--- src/rtl/mem_arbiter.sv ---
// mem_arbiter: shares a single-port memory between an instruction-fetch port
// and a data port. One access is outstanding at a time. Data wins ties unless
// fetch has already waited through MAXD data grants in a row.
module mem_arbiter #(
  parameter int unsigned LATENCY = 2,  // read-data delay after the m_en cycle, 1..15
  parameter int unsigned MAXD    = 4   // consecutive data grants allowed while fetch waits, 1..15
) (
  input  logic        clk,
  input  logic        reset,      // asynchronous, active-low
  // instruction-fetch port
  input  logic        if_req,
  input  logic [31:0] if_addr,
  output logic [31:0] if_rdata,
  output logic        if_ready,
  // data port
  input  logic        d_req,
  input  logic        d_we,
  input  logic [31:0] d_addr,
  input  logic [31:0] d_wdata,
  output logic [31:0] d_rdata,
  output logic        d_ready,
  // memory side
  output logic        m_en,
  output logic        m_we,
  output logic [31:0] m_addr,
  output logic [31:0] m_wdata,
  input  logic [31:0] m_rdata,
  // status
  output logic        busy
);

  typedef enum logic [1:0] {
    IDLE  = 2'd0,
    ISSUE = 2'd1,
    WAIT  = 2'd2,
    RESP  = 2'd3
  } state_e;

  localparam logic [3:0] MAXD_C   = 4'(MAXD);
  localparam logic [3:0] LAT_M1_C = 4'(LATENCY - 1);

  state_e      state_q,    state_d;
  logic [3:0]  starve_q,   starve_d;   // data grants taken while fetch was waiting
  logic [3:0]  cnt_q,      cnt_d;      // cycles left until m_rdata is valid
  logic        owner_q,    owner_d;    // 1 = data port owns the access
  logic        m_en_q,     m_en_d;
  logic        m_we_q,     m_we_d;
  logic [31:0] m_addr_q,   m_addr_d;   // latched winner address, also drives m_addr
  logic [31:0] m_wdata_q,  m_wdata_d;  // latched store data, also drives m_wdata
  logic        if_ready_q, if_ready_d;
  logic        d_ready_q,  d_ready_d;
  logic        busy_q,     busy_d;
  logic [31:0] if_rdata_q, if_rdata_d;
  logic [31:0] d_rdata_q,  d_rdata_d;
  logic        grant_data;

  // Data wins a tie unless fetch has been passed over MAXD times already.
  assign grant_data = d_req && !(if_req && (starve_q == MAXD_C));

  // Next-state and next-output computation for the access sequencer.
  always_comb begin
    // NOTE: every _d gets a default before the case so no path leaves a
    // variable unassigned, which is what would otherwise infer a latch.
    state_d    = state_q;
    starve_d   = starve_q;
    cnt_d      = cnt_q;
    owner_d    = owner_q;
    m_addr_d   = m_addr_q;
    m_wdata_d  = m_wdata_q;
    if_rdata_d = if_rdata_q;
    d_rdata_d  = d_rdata_q;
    m_en_d     = 1'b0;
    m_we_d     = 1'b0;
    if_ready_d = 1'b0;
    d_ready_d  = 1'b0;

    unique case (state_q)
      IDLE: begin
        if (if_req || d_req) begin
          owner_d = grant_data;
          m_en_d  = 1'b1;
          state_d = ISSUE;
          if (grant_data) begin
            m_addr_d  = d_addr;
            m_wdata_d = d_wdata;
            m_we_d    = d_we;
            // Fetch still waiting: count this pass-over, saturating.
            if (if_req) begin
              starve_d = (starve_q == MAXD_C) ? starve_q : starve_q + 4'd1;
            end else begin
              starve_d = 4'd0;
            end
          end else begin
            m_addr_d = if_addr;
            starve_d = 4'd0;
          end
        end
      end

      ISSUE: begin
        cnt_d   = LAT_M1_C;
        state_d = WAIT;
      end

      WAIT: begin
        if (cnt_q == 4'd0) begin
          // m_rdata is valid this cycle; stores capture it too.
          if (owner_q) begin
            d_rdata_d = m_rdata;
            d_ready_d = 1'b1;
          end else begin
            if_rdata_d = m_rdata;
            if_ready_d = 1'b1;
          end
          state_d = RESP;
        end else begin
          cnt_d = cnt_q - 4'd1;
        end
      end

      RESP: begin
        state_d = IDLE;
      end

      default: begin
        state_d = IDLE;
      end
    endcase

    busy_d = (state_d != IDLE);
  end

  // State and registered outputs; reset abandons any access in flight.
  always_ff @(posedge clk or negedge reset) begin
    if (!reset) begin
      state_q    <= IDLE;
      starve_q   <= 4'd0;
      cnt_q      <= 4'd0;
      owner_q    <= 1'b0;
      m_en_q     <= 1'b0;
      m_we_q     <= 1'b0;
      m_addr_q   <= 32'd0;
      m_wdata_q  <= 32'd0;
      if_ready_q <= 1'b0;
      d_ready_q  <= 1'b0;
      busy_q     <= 1'b0;
      if_rdata_q <= 32'd0;
      d_rdata_q  <= 32'd0;
    end else begin
      // NOTE: non-blocking assignments so every flop samples the values
      // from before this edge, independent of statement order.
      state_q    <= state_d;
      starve_q   <= starve_d;
      cnt_q      <= cnt_d;
      owner_q    <= owner_d;
      m_en_q     <= m_en_d;
      m_we_q     <= m_we_d;
      m_addr_q   <= m_addr_d;
      m_wdata_q  <= m_wdata_d;
      if_ready_q <= if_ready_d;
      d_ready_q  <= d_ready_d;
      busy_q     <= busy_d;
      if_rdata_q <= if_rdata_d;
      d_rdata_q  <= d_rdata_d;
    end
  end

  assign m_en     = m_en_q;
  assign m_we     = m_we_q;
  assign m_addr   = m_addr_q;
  assign m_wdata  = m_wdata_q;
  assign if_ready = if_ready_q;
  assign d_ready  = d_ready_q;
  assign if_rdata = if_rdata_q;
  assign d_rdata  = d_rdata_q;
  assign busy     = busy_q;

endmodule

--- config.mk ---
export PLATFORM = sky130hd
export DESIGN_NAME = mem_arbiter
export DESIGN_NICKNAME = d
export VERILOG_FILES = /design/src/rtl/mem_arbiter.sv
export SDC_FILE = /design/constraint.sdc
export NUM_CORES = 1
export LEC_CHECK = 0
export ABC_AREA = 1
export BUFFER_PORTS_ARGS = -buffer_cell sky130_fd_sc_hd__clkbuf_2
export CAP_MARGIN = 20
export CORE_ASPECT_RATIO = 0.7
export CORE_MARGIN = 5
export CORE_UTILIZATION = 45
export CTS_CLUSTER_SIZE = 40
export DETAILED_ROUTE_END_ITERATION = 16
export GPL_TIMING_DRIVEN = 0
export PLACE_DENSITY = 0.81
export SYNTH_ARGS = -nofsm -noshare
export SYNTH_HDL_FRONTEND = slang
export SYNTH_SLANG_ARGS = --single-unit
--- constraint.sdc ---
create_clock -name clk -period 1.8 [get_ports clk]
set_input_delay 0.36 -clock clk [delete_from_list [all_inputs] [get_ports clk]]
set_output_delay 0.36 -clock clk [all_outputs]
set_load 0.01 [all_outputs]
-- Yosys cells after proc, flatten, opt, wreduce, memory -nomap -nowiden
Index checks and enable logic that the tools add are counted.
- output and inout port bits: 133
- word-level logic and storage cells: 56
- input bits: 133
- register bits: 144
- bitwise logic cells: 1
- add/sub/neg operators: 2
- reduce and logical (&&, ||, !) cells: 14
- multiplexer cells: 20
- equality and inequality tests: 6
- operators with widths (operator ; number):
    32-bit 2-to-1 mux ; 1
    4-bit 2-to-1 mux ; 4
    3-bit AND reduction ; 4
    1-bit 2-to-1 mux ; 11
    2-bit one-hot mux with 4 select lines ; 1
    4-bit one-hot mux with 2 select lines ; 1
    4-bit by 1-bit adder with 4-bit output, second input constant ; 1
    2-bit == test, second input constant ; 2
    4-bit by 3-bit == test with 1-bit output, second input constant ; 1
    4-bit logical NOT ; 1
    2-bit 2-to-1 mux ; 2
    2-bit AND reduction ; 2
    2-bit nonzero test ; 2
    4-bit by 1-bit subtractor with 4-bit output, second input constant ; 1
    3-bit != test, second input constant ; 1
    2-bit by 1-bit == test with 1-bit output, second input constant ; 1
    1-bit logical AND ; 2
    2-bit logical NOT ; 1
    2-bit != test, second input constant ; 1
    1-bit logical NOT ; 1
    1-bit logical OR ; 1
    1-bit NOT ; 1

-- Longest topological paths before layout
Gate-level depths: netlist of run 1.
- word-level depth: 7
- mapped depth: 10
- depth with buffers taken out: 9

-- Worst setup path before layout of run 1
Ideal clock, no wire load.
- path type: register -> register
- from: register starve_q[0]
- to: register m_addr_q[10] (netlist: m_addr[10])
- path slack: 0.370 ns
- required time: 1.682 ns
- library setup time: 0.118 ns
- path buffers: 1
- data arrival time: 1.313 ns
- period minus slack after synthesis: 1.430 ns
- cell stages (with the launch flop): 10
- path through: dfrtp_1 -> inv_1 -> ha_1 -> nand2_1 -> inv_2 -> nand2_4 -> clkbuf_1 -> nand3_1 -> nand3_1 -> nand2_1
- cells in the longest elaborated chain, start to end: 5
- ends and longest elaborated chain (item ; line ; source):
    start: declaration ; 43 ; logic [3:0] starve_q, starve_d;
    start signal: assignment ; 153 ; starve_q <= starve_d;
    4-bit by 3-bit == test with 1-bit output ; 58 ; assign grant_data = d_req && !(if_req && (starve_q == MAXD_C));
    1-bit logical AND ; 58 ;
    1-bit logical NOT ; 58 ;
    1-bit logical AND ; 58 ;
    32-bit 2-to-1 mux ; 83 ; if (grant_data) begin
    end signal: assignment ; 158 ; m_addr_q <= m_addr_d;
    end: declaration ; 48 ; logic [31:0] m_addr_q, m_addr_d;
No other way between the ends.
A chain may end at the register's enable or synchronous reset.

-- Worst setup path after layout of run 1
- from: register cnt_q[1]
- to: register if_rdata_q[20] (netlist: if_rdata[20])
- cells in the longest elaborated chain, start to end: 2
- ends and longest elaborated chain (item ; line ; source):
    start: declaration ; 44 ; logic [3:0] cnt_q, cnt_d;
    start signal: assignment ; 154 ; cnt_q <= cnt_d;
    4-bit logical NOT ; 106 ; if (cnt_q == 4'd0) begin
    3-bit AND reduction (no line) ; - ;
    end signal: assignment ; 163 ; if_rdata_q <= if_rdata_d;
    end: declaration ; 53 ; logic [31:0] if_rdata_q, if_rdata_d;
No other way between the ends.

==> metrics.md, run 1 <==
| Metric | Value |
|---|---|
| Vias per std cell | 4.660 |
| Number of remaining DRC errors | 0 |
| Final-report max-slew violation count | 0 |
| Gate count of the mapped netlist | 737 |
| Share of the synthesized area in compound gates (AO/OA/AOI/OAI) | 9.187% |
| Worst hold path endpoint | m_we$_DFF_PN0_ |
| Antenna diodes | 0 |
| Routed WL | 17080 um |
| Buffer levels on the longest clock path | 2 |
| Crit Path Max Fanout | 10 |
| Setup WS pre-CTS | 0.07361 ns |
| Worst EP required | 2.11 ns |
| Non-Filler Instances | 1225 |
| Clock Skew | 0.01049 ns |
| RSZ-0062 raised after global routing | false |
| Storage cell area | 3605 um^2 |
| Clock tree sinks | 144 |
| Critical-path cell list | inv_1, ha_1, nand3_1, inv_1, nand3_1, buf_4, clkbuf_2, o21ai_0 |
| Proportion of synthesized area in mux cells | 0% |
| Leakage component of the power | 5.072 nW |
| Peak supply drop | 650.7 uV |
| Data arrival time of the critical path | 1.94 ns |
| Floorplan Core Area | 13780 um^2 |
| Sum of overflow across all layers after global routing | 0 |
| Met3 global-route usage | 5.027% |
| Parity-gate share of the synthesized area counting xor and xnor cells | 0.2790% |
| Worst reg2reg startpoint | cnt_q[1]$_DFFE_PN0P_ |
| Hold path startpoint | d_we |
| CP Capture Type | register |
| TritonCTS clock tree | built |
| Number of DRC markers after the initial detailed-route iteration | 292 |
| Stage delay of the slowest cell on the critical path | 0.38 ns |
| Pin count of the biggest net entering global routing | 95 |
| Post-synth design cell area | 6279 um^2 |
| Synth Area per Inst | 8.519 um^2 |
| Worst slew pin tran | 0.4934 ns |
| Worst-Skew Late Latency | 0.41 ns |
| Sequential share of the synthesized area | 57.39% |
| Via count of the first global-routing pass | 5556 |
| Net count of the mapped netlist | 877 |
| TritonCTS Buffers | 17 |
| Setup slack of the worst register-to-register path | 0.18 ns |
| Final-layout worst hold slack | 0.1623 ns |
| Area growth from synthesis to layout | 35.19% |
| Net count, final | 1162 |
| Total of max-cap violations | 0 |
| Synth Area in Adders | 1.395% |
| Pwr dens | 1744 nW/um^2 |
| Smallest setup slack after layout | 0.1777 ns |
| Basic-gate share of the synthesized area counting and, or, nand and nor cells | 19.35% |
| Number of warning messages in the yosys log | 0 |
| Unique cell type count in the Yosys netlist | 26 |
| Starting density of the core | 45.55% |
| Number of flip-flops and latches in the synthesized netlist | 144 |
| Most utilized layer in the global route result | met2 |
| Number of rows in the core area | 36 |
| F_max | 0.6164 GHz |
| Main combinational cell family by area after synthesis | simple AND/OR/NAND/NOR gates |
| Hold Fails Final Rpt | 0 |
| Worst slew slack as a fraction of its limit | 67.11% |
| Kind of path behind the tightest hold check | input pin to register |
| Fraction of final layout cells with drive strength greater than 1 | 33.33% |
| Minimum clock period | 1.622 ns |
| Total setup violations reported at the end of the flow | 0 |
| Tot GR Track Use | 20.50% |
| Total area of multi-input combinational cells | 1899 um^2 |
| Placed Cells incl. Taps | 1192 |
| Met2 track demand over resource | 33.72% |
| Worst Path Class, Setup | register to register |
| Detail Route Antenna Nets | 0 |
| Wire length of the first global-routing pass | 26900 um |
| Number of buffers added for setup after CTS | 0 |
| Status | completed |
| Placed wire-length estimate after detailed placement | 13090 um |
| Number of placed I/O pins | 266 |
| Endpoint of the worst-slack reg-to-reg timing path | if_rdata[20]$_DFFE_PN0P_ |
| Number of filler instances in the final layout | 1215 |
| Critical path launch point type | register |
| Final period util | 90.13% |
| Via count | 5709 |
| Number of levels in the clock H-tree | 4 |
| Global placer's final weighted congestion | 0.8508 |
| Cells on worst reg2reg path | 8 |
| Count of input and output buffers | 264 |
| Routed length per placed instance | 13.94 um |
| First-pass iteration count of the detailed router | 5 |
| Die Area | 16450 um^2 |
| Worst Hold Path Cells | 3 |
| Cell at the root of the clock tree | sky130_fd_sc_hd__clkbuf_16 |
| Height of the die | 108.8 um |
| Cell type of the slowest stage on the worst timing path | sky130_fd_sc_hd__dfrtp_1 |
| Clock-pin slew of the registers on the worst-case setup and hold paths | 0.06 ns |
| GRT met1 Usage | 27.25% |
| Initial antenna violation count | 0 |
| Chip Width | 151.2 um |
==> synth_stat cells <==
cell	instances	area share (%)
sky130_fd_sc_hd__nand2_1	207	12
sky130_fd_sc_hd__buf_1	3	0.18
sky130_fd_sc_hd__o21ai_1	9	0.72
sky130_fd_sc_hd__nand2_2	1	0.10
sky130_fd_sc_hd__buf_2	11	0.88
sky130_fd_sc_hd__dfrtp_1	144	57
sky130_fd_sc_hd__o211ai_1	1	0.12
sky130_fd_sc_hd__o22ai_1	3	0.30
sky130_fd_sc_hd__nand2_4	1	0.18
sky130_fd_sc_hd__or2_2	1	0.10
sky130_fd_sc_hd__o21ai_4	1	0.26
sky130_fd_sc_hd__nor2_1	5	0.30
sky130_fd_sc_hd__nor2_4	1	0.18
sky130_fd_sc_hd__nand4_1	3	0.30
sky130_fd_sc_hd__o21ai_2	5	0.70
sky130_fd_sc_hd__buf_6	6	1.1
sky130_fd_sc_hd__xnor2_1	2	0.28
sky130_fd_sc_hd__inv_1	143	8.5
sky130_fd_sc_hd__buf_4	5	0.60
sky130_fd_sc_hd__nand3_2	1	0.16
sky130_fd_sc_hd__o21ai_0	89	7.1
sky130_fd_sc_hd__ha_1	7	1.4
sky130_fd_sc_hd__clkbuf_2	5	0.40
sky130_fd_sc_hd__inv_2	4	0.24
sky130_fd_sc_hd__clkbuf_1	8	0.48
sky130_fd_sc_hd__nand3_1	71	5.7
==> cell type report <==
type | count | area share [%]
flip-flops and latches | 144 | 42.47
multi-input cells | 408 | 22.38
repair buffers | 266 | 16.11
inverters | 147 | 6.501
clock buffers | 17 | 5.012
well taps | 190 | 2.801
plain buffers | 38 | 2.712
clock inverters | 15 | 2.019
==> metrics by stage <==
step / TNS [ns] / utilization [%] / instance area (um^2) / power, W
floorplan: 0 / - / 6279 / 0.008677
global placement: -284.56 / 56.86 / 7838 / 0.01107
detailed placement: 0 / 57.13 / 7874 / 0.01135
CTS: 0 / 61.53 / 8481 / 0.01496
global route: 0 / 61.58 / 8488 / 0.01589
finish: 0 / 61.58 / 8488 / 0.01480
==> worst max path at each step <==
| stage | start | to | slack, ns | cells past startpoint |
|---|---|---|---|---|
| 6_report | cnt_q[1]$_DFFE_PN0P_ | if_rdata[20]$_DFFE_PN0P_ | 0.18 | 8 |
| 5_1_grt | cnt_q[0]$_DFFE_PN0P_ | if_rdata[11]$_DFFE_PN0P_ | 0.04 | 9 |
| 4_1_cts | state_q[0]$_DFF_PN0_ | m_addr[27]$_DFFE_PN0P_ | 0.07 | 7 |
| 3_5_place_dp | state_q[0]$_DFF_PN0_ | m_addr[27]$_DFFE_PN0P_ | 0.07 | 7 |
| 3_3_place_gp | reset | m_addr[18]$_DFFE_PN0P_ | -1.99 | 1 |
| 2_1_floorplan | starve_q[0]$_DFFE_PN0P_ | m_addr[10]$_DFFE_PN0P_ | 0.37 | 9 |
==> what timing repair did <==
action	in CTS	in global routing
hold endpoints to repair	50	0
hold buffers	1	0
endpoints found under the setup margin	0	21
gates resized for setup	0	10
==> report_power, final <==
| part | switching (W) | leakage [nW] | internal [W] |
|---|---|---|---|
| Sequential | 0.000943 | 1.76 | 0.00481 |
| Clock | 0.00146 | 0.286 | 0.00209 |
| Combinational | 0.00330 | 3.02 | 0.00220 |
==> routing by layer <==
metal  share of wire [%]  wire length [um]
met5                   0                 0
met4                 1.1               189
met3                 8.0              1370
met2                  47              8092
met1                  43              7422
==> layout by cell type, fill, tap and decap left out, types with 2 or more instances in the layout <==
cell type	synthesis	routed
sky130_fd_sc_hd__clkbuf_2	5	271
sky130_fd_sc_hd__nand2_1	207	207
sky130_fd_sc_hd__dfrtp_1	144	143
sky130_fd_sc_hd__inv_1	143	142
sky130_fd_sc_hd__o21ai_0	89	88
sky130_fd_sc_hd__nand3_1	71	71
sky130_fd_sc_hd__clkbuf_16	0	17
sky130_fd_sc_hd__buf_2	11	11
sky130_fd_sc_hd__o21ai_1	9	10
sky130_fd_sc_hd__inv_6	0	7
sky130_fd_sc_hd__buf_6	6	6
sky130_fd_sc_hd__ha_1	7	6
sky130_fd_sc_hd__inv_2	4	5
sky130_fd_sc_hd__nor2_1	5	5
sky130_fd_sc_hd__clkbuf_1	8	5
sky130_fd_sc_hd__buf_4	5	5
sky130_fd_sc_hd__o21ai_2	5	5
sky130_fd_sc_hd__nand4_1	3	3
sky130_fd_sc_hd__o22ai_1	3	3
sky130_fd_sc_hd__buf_1	3	3
sky130_fd_sc_hd__clkinvlp_4	0	3
sky130_fd_sc_hd__xnor2_1	2	2
sky130_fd_sc_hd__bufinv_16	0	2
sky130_fd_sc_hd__inv_8	0	2
==> state kept, by name, indices dropped and copies added (netlist names) <==
signal	cells
d_rdata	32
if_rdata	32
m_addr	32
m_wdata	32
cnt_q	4
starve_q	4
state_q	2
busy	1
d_ready	1
if_ready	1
m_en	1
m_we	1
owner_q	1
==> critical path, delay by kind of cell, from the launching register on <==
| family | cells | cell delay (ns) |
|---|---|---|
| adder cells (fa/ha/maj) | 1 | 0.17 |
| AND/OR/NAND/NOR | 2 | 0.20 |
| buffers and inverters | 4 | 0.55 |
| AO/OA/AOI/OAI | 1 | 0.22 |
| flip-flops | 1 | 0.38 |
==> kinds of logic (layout without fill, tap and decap cells) <==
group / count (synthesis) / in the layout
fa+ha+maj: 7 / 7
buf+inv: 185 / 483
flops: 144 / 144
xor+xnor: 2 / 2
compound gates: 108 / 108
simple gates: 291 / 291
Power figures use the tool's default switching activity.
==> inputs of run 2 (changes only) <==
==> constraint.sdc (replaced) <==
create_clock -name clk -period 1.82 [get_ports clk]
set_input_delay 0.364 -clock clk [delete_from_list [all_inputs] [get_ports clk]]
set_output_delay 0.364 -clock clk [all_outputs]
set_load 0.01 [all_outputs]
==> metrics.md, run 2 (synthesized netlist as in run 1, its figures left out) <==
| Metric | Value |
|---|---|
| Number of remaining DRC errors | 0 |
| Total area of multi-input combinational cells | 1899 um^2 |
| Minimum clock period | 1.670 ns |
| Pin count of the biggest net entering global routing | 95 |
| Area growth from synthesis to layout | 35.15% |
| Net count, final | 1162 |
| Count of input and output buffers | 264 |
| TritonCTS clock tree | built |
| Status | completed |
| Crit path from | starve_q[0]$_DFFE_PN0P_ |
| Starting density of the core | 45.55% |
| Total setup violations reported at the end of the flow | 0 |
| Data arrival time of the critical path | 1.96 ns |
| Worst-Skew Late Latency | 0.41 ns |
| Final-report max-slew violation count | 0 |
| Tot GR Track Use | 20.50% |
| Endpoint of the worst-slack reg-to-reg timing path | m_addr[8]$_DFFE_PN0P_ |
| Power, Total | 0.01463 W |
| Worst EP required | 2.11 ns |
| Worst reg2reg startpoint | starve_q[0]$_DFFE_PN0P_ |
| F_max | 0.5988 GHz |
| Sum of overflow across all layers after global routing | 0 |
| Via count of the first global-routing pass | 5556 |
| Routed length per placed instance | 13.93 um |
| Antenna diodes | 0 |
| Number of filler instances in the final layout | 1215 |
| Placed wire-length estimate after detailed placement | 13090 um |
| Crit Path Max Fanout | 10 |
| Leakage component of the power | 5.072 nW |
| Clock tree sinks | 144 |
| Chip Width | 151.2 um |
| Buffer levels on the longest clock path | 2 |
| Initial antenna violation count | 0 |
| Worst slew pin tran | 0.4934 ns |
| Number of DRC markers after the initial detailed-route iteration | 293 |
| Fraction of final layout cells with drive strength greater than 1 | 33.04% |
| Leading cell type in the layout, fill and taps excluded | sky130_fd_sc_hd__clkbuf_2 |
| Number of rows in the core area | 36 |
| Smallest setup slack after layout | 0.1499 ns |
| Setup slack of the worst register-to-register path | 0.15 ns |
| Top library cells by usage in the layout, fill and taps aside | 270 x sky130_fd_sc_hd__clkbuf_2, 207 x sky130_fd_sc_hd__nand2_1, 144 x sky130_fd_sc_hd__dfrtp_1 |
| Die Area | 16450 um^2 |
| Cell at the root of the clock tree | sky130_fd_sc_hd__clkbuf_16 |
| Peak supply drop | 642.7 uV |
| Setup WS pre-CTS | 0.09361 ns |
| Floorplan Core Area | 13780 um^2 |
| RSZ-0062 raised after global routing | false |
| TritonCTS Buffers | 17 |
| Worst slew slack as a fraction of its limit | 67.11% |
| Vias per std cell | 4.661 |
| Number of placed I/O pins | 266 |
| Cells on worst reg2reg path | 9 |
| Pwr dens | 1724 nW/um^2 |
| Via count | 5710 |
| Clock Skew | 0.01049 ns |
| Critical path launch point type | register |
| Number of levels in the clock H-tree | 4 |
| Global placer's final weighted congestion | 0.8508 |
| Routed WL | 17060 um |
| Total of max-cap violations | 0 |
| Layout Utilization | 61.57% |
| Worst Path Class, Setup | register to register |
| CP Capture Type | register |
| First-pass iteration count of the detailed router | 5 |
| Critical Path End | m_addr[8]$_DFFE_PN0P_ |
| Clock-pin slew of the registers on the worst-case setup and hold paths | 0.06 ns |
| Hold Fails Final Rpt | 0 |
| Kind of path behind the tightest hold check | input pin to register |
| Storage cell area | 3603 um^2 |
| Height of the die | 108.8 um |
| Wire length of the first global-routing pass | 26900 um |
| Final period util | 91.77% |
| Detail Route Antenna Nets | 0 |
[run 2: cell counts in the layout (fill, tap and decap cells not counted)]
Identical to the previous run, type by type.
[run 2: critical path, cell delays in order, from the launching register on]
cell                       delay [ns]
sky130_fd_sc_hd__dfrtp_1         0.43
sky130_fd_sc_hd__inv_1           0.07
sky130_fd_sc_hd__ha_1            0.20
sky130_fd_sc_hd__nand2_1         0.07
sky130_fd_sc_hd__inv_2           0.04
sky130_fd_sc_hd__nand2_4         0.11
sky130_fd_sc_hd__clkbuf_1        0.34
sky130_fd_sc_hd__nand3_1         0.12
sky130_fd_sc_hd__nand3_1         0.11
sky130_fd_sc_hd__nand2_1         0.06
[run 2: power by group]
part	internal, W	total, W	switching [W]
Clock	0.00207	0.00350	0.00144
Sequential	0.00475	0.00568	0.000930
Combinational	0.00218	0.00544	0.00326
Total	0.00900	0.0146	0.00563
[run 2: worst min-delay path by stage]
stage | cells after the start | endpoint | start
3_5_place_dp | 1 | d_rdata[20]$_DFFE_PN0P_ | reset
3_3_place_gp | 2 | m_addr[1]$_DFFE_PN0P_ | m_addr[1]$_DFFE_PN0P_
2_1_floorplan | 0 | busy$_DFF_PN0_ | reset
4_1_cts | 3 | m_wdata[6]$_DFFE_PN0P_ | d_wdata[6]
5_1_grt | 3 | m_we$_DFF_PN0_ | d_we
6_report | 3 | m_we$_DFF_PN0_ | d_we
[run 2: metrics by stage]
| step | hold WS (ns) | area [um^2] | std cells | TNS (ns) |
|---|---|---|---|---|
| floorplan | 0.06841 | 6279 | 737 | 0 |
| global route | 0.1555 | 8486 | 1225 | 0 |
| detailed placement | 0.3379 | 7874 | 1192 | 0 |
| global placement | 0.4646 | 7838 | 1191 | -282.25 |
| CTS | 0.1513 | 8481 | 1225 | 0 |
| finish | 0.1664 | 8486 | 1225 | 0 |
[run 2: metal layers]
metal / GRT usage [%] / vias to the layer above / share of wire (%)
met5: 0 / - / 0
li1: - / 2827 / -
met4: 5.757 / 0 / 1.1
met2: 33.72 / 212 / 47
met3: 5.027 / 17 / 8.1
met1: 27.25 / 2654 / 43
[run 2: what timing repair did]
action / 4_1_cts / 5_1_grt
setup buffers: 0 / 0
endpoints found under the setup margin: 0 / 11
hold endpoints to repair: 50 / 0
hold buffers: 1 / 0
resized for setup: 0 / 6
[run 2: final cells by class]
class | instances | area share [%]
Tap cell | 190 | 2.802
Sequential cell | 144 | 42.47
Clock inverter | 15 | 2.020
Multi-Input combinational cell | 408 | 22.38
Inverter | 147 | 6.503
Timing Repair Buffer | 266 | 16.12
Clock buffer | 17 | 5.013
Buffer | 38 | 2.698
